## src/rtl/cpu_seq_pkg.sv

```systemverilog
// cpu_seq_pkg: shared types for the CPU sequencer.
// States, instruction classes, MID/SID/AMID codes, control-bus field map.
package cpu_seq_pkg;

  typedef enum logic [2:0] {
    S_IDLE,
    S_FETCH,
    S_DECODE,
    S_EX1,
    S_EX2,
    S_EX3,
    S_PAUSE,
    S_HALT
  } state_e;

  typedef enum logic [2:0] {
    C_NOP,
    C_LDA,
    C_LDB,
    C_ALU,
    C_STA,
    C_JMP,
    C_JZ,
    C_HLT
  } iclass_e;

  typedef enum logic [4:0] {
    U_IR0   = 5'd0,
    U_IR1   = 5'd1,
    U_A     = 5'd2,
    U_B     = 5'd3,
    U_M     = 5'd4,
    U_R0    = 5'd5,
    U_R1    = 5'd6,
    U_AR0   = 5'd7,
    U_AR1   = 5'd8,
    U_PC0   = 5'd9,
    U_PC1   = 5'd10,
    U_SP0   = 5'd11,
    U_SP1   = 5'd12,
    U_PORTA = 5'd13,
    U_PORTB = 5'd14,
    U_PORTC = 5'd15,
    U_PORTD = 5'd16,
    U_SR    = 5'd17,
    U_ALU   = 5'd18
  } unit_e;

  typedef enum logic [1:0] {
    A_PC,
    A_AR,
    A_SP,
    A_R0R1
  } amid_e;

  // Control-bus field placement; bits at and above CB_USED are tied to 0.
  localparam int CB_ALU_LSB   = 0;
  localparam int CB_MID_LSB   = 5;
  localparam int CB_SID_LSB   = 10;
  localparam int CB_AMID_LSB  = 15;
  localparam int CB_MID_EN    = 17;
  localparam int CB_SID_EN    = 18;
  localparam int CB_PC_INR    = 19;
  localparam int CB_HLT       = 20;
  localparam int CB_CLR_TIMER = 21;
  localparam int CB_USED      = 22;

endpackage

```

## src/rtl/cpu_sequencer_if.sv

```systemverilog
// cpu_sequencer_if: sequencer <-> datapath bundle.
// master = sequencer (ir0/flags/hlt in; control_bus/step/instr_done/halted out).
interface cpu_sequencer_if #(
  parameter int CB_WIDTH = 33
);
  logic [7:0]          ir0;
  logic [3:0]          flags;
  logic                hlt;
  logic [CB_WIDTH-1:0] control_bus;
  logic [7:0]          step;
  logic                instr_done;
  logic                halted;

  modport master (
    input  ir0, flags, hlt,
    output control_bus, step, instr_done, halted
  );

  modport slave (
    output ir0, flags, hlt,
    input  control_bus, step, instr_done, halted
  );
endinterface

```

## src/rtl/cpu_seq_decode.sv

```systemverilog
// cpu_seq_decode: combinational control word per machine cycle.
// In: state, class, ALU opcode, taken. Out: control_bus, step, instr_done.
module cpu_seq_decode
  import cpu_seq_pkg::*;
#(
  parameter int CB_WIDTH = 33
) (
  input  state_e              state_i,
  input  iclass_e             cls_i,
  input  logic [4:0]          alu_op_i,
  input  logic                taken_i,
  output logic [CB_WIDTH-1:0] control_bus_o,
  output logic [7:0]          step_o,
  output logic                instr_done_o
);

  unit_e mid;
  unit_e sid;
  amid_e amid;
  logic  xfer;
  logic  pc_inr;
  logic  hlt;
  logic  live;

  always_comb begin
    mid          = U_IR0;
    sid          = U_IR0;
    amid         = A_PC;
    xfer         = 1'b0;
    pc_inr       = 1'b0;
    hlt          = 1'b0;
    live         = 1'b1;
    step_o       = 8'h00;
    instr_done_o = 1'b0;
    unique case (state_i)
      S_FETCH: begin
        step_o = 8'h01;
        xfer   = 1'b1;
        mid    = U_M;
        sid    = U_IR0;
        pc_inr = 1'b1;
      end
      S_DECODE: begin
        step_o = 8'h02;
        unique case (cls_i)
          C_NOP: instr_done_o = 1'b1;
          C_LDA: begin
            xfer = 1'b1; mid = U_M; sid = U_A;
            pc_inr = 1'b1; instr_done_o = 1'b1;
          end
          C_LDB: begin
            xfer = 1'b1; mid = U_M; sid = U_B;
            pc_inr = 1'b1; instr_done_o = 1'b1;
          end
          C_ALU: begin
            xfer = 1'b1; mid = U_ALU; sid = U_A;
            instr_done_o = 1'b1;
          end
          C_STA, C_JMP: begin
            xfer = 1'b1; mid = U_M; sid = U_AR0;
            pc_inr = 1'b1;
          end
          C_JZ: begin
            pc_inr = 1'b1;
            if (taken_i) begin
              xfer = 1'b1; mid = U_M; sid = U_AR0;
            end
          end
          C_HLT: begin
            hlt = 1'b1; instr_done_o = 1'b1;
          end
        endcase
      end
      S_EX1: begin
        step_o = 8'h04;
        pc_inr = 1'b1;
        // Untaken JZ just skips the two address bytes.
        if (cls_i == C_JZ && !taken_i) begin
          instr_done_o = 1'b1;
        end else begin
          xfer = 1'b1; mid = U_M; sid = U_AR1;
        end
      end
      S_EX2: begin
        step_o = 8'h08;
        xfer   = 1'b1;
        if (cls_i == C_STA) begin
          amid = A_AR; mid = U_A; sid = U_M;
          instr_done_o = 1'b1;
        end else begin
          mid = U_AR0; sid = U_PC0;
        end
      end
      S_EX3: begin
        step_o = 8'h10;
        xfer   = 1'b1;
        mid    = U_AR1;
        sid    = U_PC1;
        instr_done_o = 1'b1;
      end
      S_PAUSE, S_HALT: begin
        hlt  = 1'b1;
        live = 1'b0;
      end
      S_IDLE: live = 1'b0;
    endcase
  end

  always_comb begin
    control_bus_o = '0;
    control_bus_o[CB_ALU_LSB +: 5]  = live ? alu_op_i : 5'd0;
    control_bus_o[CB_MID_LSB +: 5]  = mid;
    control_bus_o[CB_SID_LSB +: 5]  = sid;
    control_bus_o[CB_AMID_LSB +: 2] = amid;
    control_bus_o[CB_MID_EN]        = xfer;
    control_bus_o[CB_SID_EN]        = xfer;
    control_bus_o[CB_PC_INR]        = pc_inr;
    control_bus_o[CB_HLT]           = hlt;
    control_bus_o[CB_CLR_TIMER]     = instr_done_o;
  end

endmodule

```

## src/rtl/cpu_sequencer.sv

```systemverilog
// cpu_sequencer: fetch/decode/execute FSM driving the CPU control bus.
// Ports: clk, reset (sync, active-low), bus (cpu_sequencer_if.master).
module cpu_sequencer #(
  parameter int CB_WIDTH  = 33,
  parameter int ZFLAG_BIT = 0
) (
  input logic             clk,
  input logic             reset,
  cpu_sequencer_if.master bus
);
  import cpu_seq_pkg::*;

  state_e  state_q;
  state_e  state_d;
  logic    taken_q;
  logic    taken_d;
  logic    taken;
  logic    done;
  iclass_e cls;

  logic unused_flags;
  assign unused_flags = ^bus.flags;

  assign cls = iclass_e'(bus.ir0[7:5]);

  // The zero flag is live in DECODE and frozen for the EX cycles.
  assign taken = (state_q == S_DECODE) ?
                 bus.flags[ZFLAG_BIT] : taken_q;

  cpu_seq_decode #(
    .CB_WIDTH(CB_WIDTH)
  ) u_decode (
    .state_i      (state_q),
    .cls_i        (cls),
    .alu_op_i     (bus.ir0[4:0]),
    .taken_i      (taken),
    .control_bus_o(bus.control_bus),
    .step_o       (bus.step),
    .instr_done_o (done)
  );

  assign bus.instr_done = done;
  assign bus.halted     = (state_q == S_HALT);

  always_comb begin
    state_d = state_q;
    taken_d = taken_q;
    if (state_q == S_DECODE) begin
      taken_d = bus.flags[ZFLAG_BIT];
    end
    unique case (state_q)
      S_IDLE:   state_d = S_FETCH;
      S_FETCH:  state_d = S_DECODE;
      S_DECODE: state_d = S_EX1;
      S_EX1:    state_d = S_EX2;
      S_EX2:    state_d = S_EX3;
      S_EX3:    state_d = S_FETCH;
      S_PAUSE:  state_d = bus.hlt ? S_PAUSE : S_FETCH;
      S_HALT:   state_d = S_HALT;
    endcase
    // hlt is only honoured on instruction boundaries.
    if (done) begin
      if (state_q == S_DECODE && cls == C_HLT) begin
        state_d = S_HALT;
      end else begin
        state_d = bus.hlt ? S_PAUSE : S_FETCH;
      end
    end
  end

  always_ff @(posedge clk) begin
    if (!reset) begin
      state_q <= S_IDLE;
      taken_q <= 1'b0;
    end else begin
      state_q <= state_d;
      taken_q <= taken_d;
    end
  end

endmodule

```

## src/flat_wrapper.sv

```systemverilog
// flat-port wrapper written by rule: the top's interface ports become plain ports
module cpu_sequencer_flat import cpu_seq_pkg::*;
#(
  parameter int CB_WIDTH  = 33,
  parameter int ZFLAG_BIT = 0
)
  (clk, reset, bus_ir0, bus_flags, bus_hlt, bus_control_bus, bus_step, bus_instr_done, bus_halted);
  cpu_sequencer_if #(.CB_WIDTH(CB_WIDTH)) bus_i ();
  input logic clk;
  input logic reset;
  input wire logic [$bits(bus_i.ir0)-1:0] bus_ir0;
  input wire logic [$bits(bus_i.flags)-1:0] bus_flags;
  input wire logic [$bits(bus_i.hlt)-1:0] bus_hlt;
  output wire logic [$bits(bus_i.control_bus)-1:0] bus_control_bus;
  output wire logic [$bits(bus_i.step)-1:0] bus_step;
  output wire logic [$bits(bus_i.instr_done)-1:0] bus_instr_done;
  output wire logic [$bits(bus_i.halted)-1:0] bus_halted;
  assign bus_i.ir0 = bus_ir0;
  assign bus_i.flags = bus_flags;
  assign bus_i.hlt = bus_hlt;
  assign bus_control_bus = bus_i.control_bus;
  assign bus_step = bus_i.step;
  assign bus_instr_done = bus_i.instr_done;
  assign bus_halted = bus_i.halted;
  cpu_sequencer #(.CB_WIDTH(CB_WIDTH), .ZFLAG_BIT(ZFLAG_BIT)) u_core (.clk(clk), .reset(reset), .bus(bus_i));
endmodule
```

## config.mk

```make
export PLATFORM = sky130hd
export DESIGN_NAME = cpu_sequencer_flat
export DESIGN_NICKNAME = d
export VERILOG_FILES = /design/src/rtl/cpu_seq_pkg.sv /design/src/rtl/cpu_sequencer_if.sv /design/src/rtl/cpu_seq_decode.sv /design/src/rtl/cpu_sequencer.sv /design/src/flat_wrapper.sv
export SDC_FILE = /design/constraint.sdc
export NUM_CORES = 1
export LEC_CHECK = 0
export BUFFER_PORTS_ARGS = -buffer_cell sky130_fd_sc_hd__buf_2
export CAP_MARGIN = 5
export CORE_UTILIZATION = 41
export CTS_BUF_LIST = sky130_fd_sc_hd__clkbuf_4 sky130_fd_sc_hd__clkbuf_8
export DETAILED_ROUTE_END_ITERATION = 10
export GPL_TIMING_DRIVEN = 0
export PLACE_DENSITY = 0.82
export SLEW_MARGIN = 20
export SYNTH_ARGS = -nofsm -noshare
export SYNTH_HDL_FRONTEND = slang
export SYNTH_SLANG_ARGS = --single-unit
```

## constraint.sdc

```tcl
create_clock -name clk -period 2.2 [get_ports clk]
set_clock_uncertainty 0.1 [all_clocks]
set_input_delay 0.22 -clock clk [delete_from_list [all_inputs] [get_ports clk]]
set_output_delay 0.22 -clock clk [all_outputs]
set_load 0.1 [all_outputs]
```

==> flow_metrics.env <==
export IMPL_relSlewSlack_pct=43.3
export IMPL_cts_tree="built"
export IMPL_drv_slew=0
export IMPL_cts_buffers=3
export IMPL_vias_per_cell=4.66
export IMPL_worstSkewPairLatency_ps=230
export IMPL_tightest_slew_ps=848
export IMPL_hold_viol=0
export IMPL_vias=895
export IMPL_cts_root_buf="clkbuf_4"
export IMPL_syn_area_um2=752
export IMPL_path_clk_slew_ps=40
export IMPL_drt_iter0_markers=25
export IMPL_drv_cap=0
export IMPL_synth_top_area_share_pct=24.0
export IMPL_chipWidth_um=44.8
export IMPL_fp_dieH_um=44.8
export IMPL_grt_pass1_wl_um=2900
export IMPL_totalWireLength_um=1920
export IMPL_synth_simple_gate_area_share_pct=37.9
export IMPL_fin_cells=192
export IMPL_cts_max_level=1
export IMPL_num_io_pins=58
export IMPL_hold_slack_ps=186
export IMPL_met1_usage_pct=21.6
export IMPL_yosysMostFrequentCell="buf_4"
export IMPL_final_area_um2=1200
export IMPL_busiest_layer="met2"
export IMPL_rrSetupSlack_ps=510
export IMPL_synth_edf_count=0
export IMPL_routedWlPerCell_um=10.0
export IMPL_syn_avg_cell_area_um2=6.71
export IMPL_drcViolationCount=0
export IMPL_synth_compound_area_share_pct=18.1
export IMPL_worst_slack_ps=78.8
export IMPL_antenna_found_initial=0
export IMPL_std_cell_rows=15
export IMPL_ys_warn_count=0
export IMPL_globalRouteMet2Util_pct=35.6
export IMPL_synth_top_family_by_area="simple AND/OR/NAND/NOR gates"
export IMPL_drt_pass1_iterations=4
export IMPL_synthTopCellsByCount="buf_4 (24), o21ai_0 (10), and2_1 (8), nand2_1 (8), nor2_1 (7)"
export IMPL_clockBufferDepth=2
export IMPL_drtAntennaViolNets=0
export IMPL_ys_types=34
export IMPL_dieArea_um2=2010
export IMPL_synth_area_mux_share_pct=3.99
export IMPL_drive_gt1_share_pct=55.1
export IMPL_hold_class="in -> reg"
export IMPL_ys_seq_area_share_pct=10.6
export IMPL_dpl_cell_area_um2=1070
export IMPL_grt_max_degree=11
export IMPL_use_met3_pct=1.20
export IMPL_place_port_buffers=36
export IMPL_area_delta_synth_final_pct=59.9
export IMPL_synthAdderAreaFrac_pct=0
export IMPL_cts_num_sinks=4
export IMPL_crit_required_ps=1880
export IMPL_period_share_pct=96.4
export IMPL_initial_core_util_pct=43.6
export IMPL_crit_type="reg -> out"
export IMPL_fin_nets=184
export IMPL_clock_fmax_mhz=471
export IMPL_ys_seq_elements=4
export IMPL_fin_crit_ps=2120
export IMPL_dp_cells=188
export IMPL_grt_usage_pct=19.2
export IMPL_path_max_fanout=10
export IMPL_yosys_top_cells_area="buf_4 (24%), dfxtp_1 (11%), and2_1 (6.7%)"
export IMPL_gp_congestion=0.853
export IMPL_overflow=0
export IMPL_fillCellCount=143
export IMPL_dpl_hpwl_um=1470
export IMPL_setup_viol=0
export IMPL_syn_inst=112
export IMPL_synth_ff_type="dfxtp_1"
export IMPL_diodes=0
export IMPL_startpoint_type="flop"
export IMPL_core_area_um2=1730
export IMPL_crit_arrival_ps=1800
export IMPL_synthXorXnorAreaFrac_pct=0
export IMPL_post_synth_top_area_cell="buf_4"
export IMPL_dp_slack_ps=-39.0
export IMPL_status="finished clean"
export IMPL_cp_end_kind="output port"
export IMPL_grt_pass1_vias=732
export IMPL_ys_async_sr_fraction_pct=0
cell families after synthesis:
family,Yosys count
multiplexers,3
flip-flops,4
buffers and inverters,33
AO/OA/AOI/OAI,22
AND/OR/NAND/NOR,49
other,1
registers in the layout, indices dropped and copies added, names as in the netlist:
| register | count |
|---|---|
| u_core.taken_q | 1 |
| u_core.state_q | 3 |
metal layers:
| metal | part of all wire [%] | vias to the layer above |
|---|---|---|
| met5 | 0 | - |
| met4 | 0.52 | 0 |
| met3 | 5.7 | 2 |
| met2 | 55 | 32 |
| met1 | 39 | 410 |
| li1 | - | 451 |
placed cells by master, fill, tap and decap left out, drive strengths merged, types with 4 or more instances in the layout:
cell / n
a21oi: 4
conb: 16
clkbuf: 9
dfxtp: 4
nor2: 7
and2: 8
o21ai: 10
buf: 61
nand2: 8
nand2b: 5
through the flow:
step                TNS [ps]  utilization (%)
floorplan               -872                -
global placement           0             62.2
detailed placement     -39.0             62.2
CTS                        0             65.5
global route           -5.62             69.6
finish                     0             69.6
critical path: stages, from the launching register on:
cell and delay (ps):
dfxtp_4 370, buf_1 290, nor3b_1 250, o21ai_0 150
o21ai_2 80, buf_2 430
what timing repair did:
action / in CTS / in global routing
pin swaps: 0 / 1
buffers inserted: 0 / 2
endpoints found under the setup margin: 12 / 15
hold buffers: 0 / 0
resized for setup: 14 / 22
path summary, 6_finish.rpt:
check	from	end	cells after the start
setup / recovery	u_core.state_q[1]	bus_control_bus[13]	5
hold reg to reg	u_core.taken_q	u_core.taken_q	2
setup reg to reg	u_core.state_q[2]	u_core.state_q[2]	5
hold / removal	reset	u_core.state_q[0]	3
area by class of cell:
cell class	count	area, µm²	share of cell area (%)
Sequential cell	4	86.3	7.18
Buffer	29	208	17.3
Tap cell	25	31.3	2.60
Inverter	3	15.0	1.25
Multi-Input combinational cell	90	568	47.2
Clock buffer	3	22.5	1.87
Timing Repair Buffer	38	272	22.6
Power is left out: the tool's default activity adds up to more than one toggle a clock period on the data nets, which glitch-free logic cannot reach.
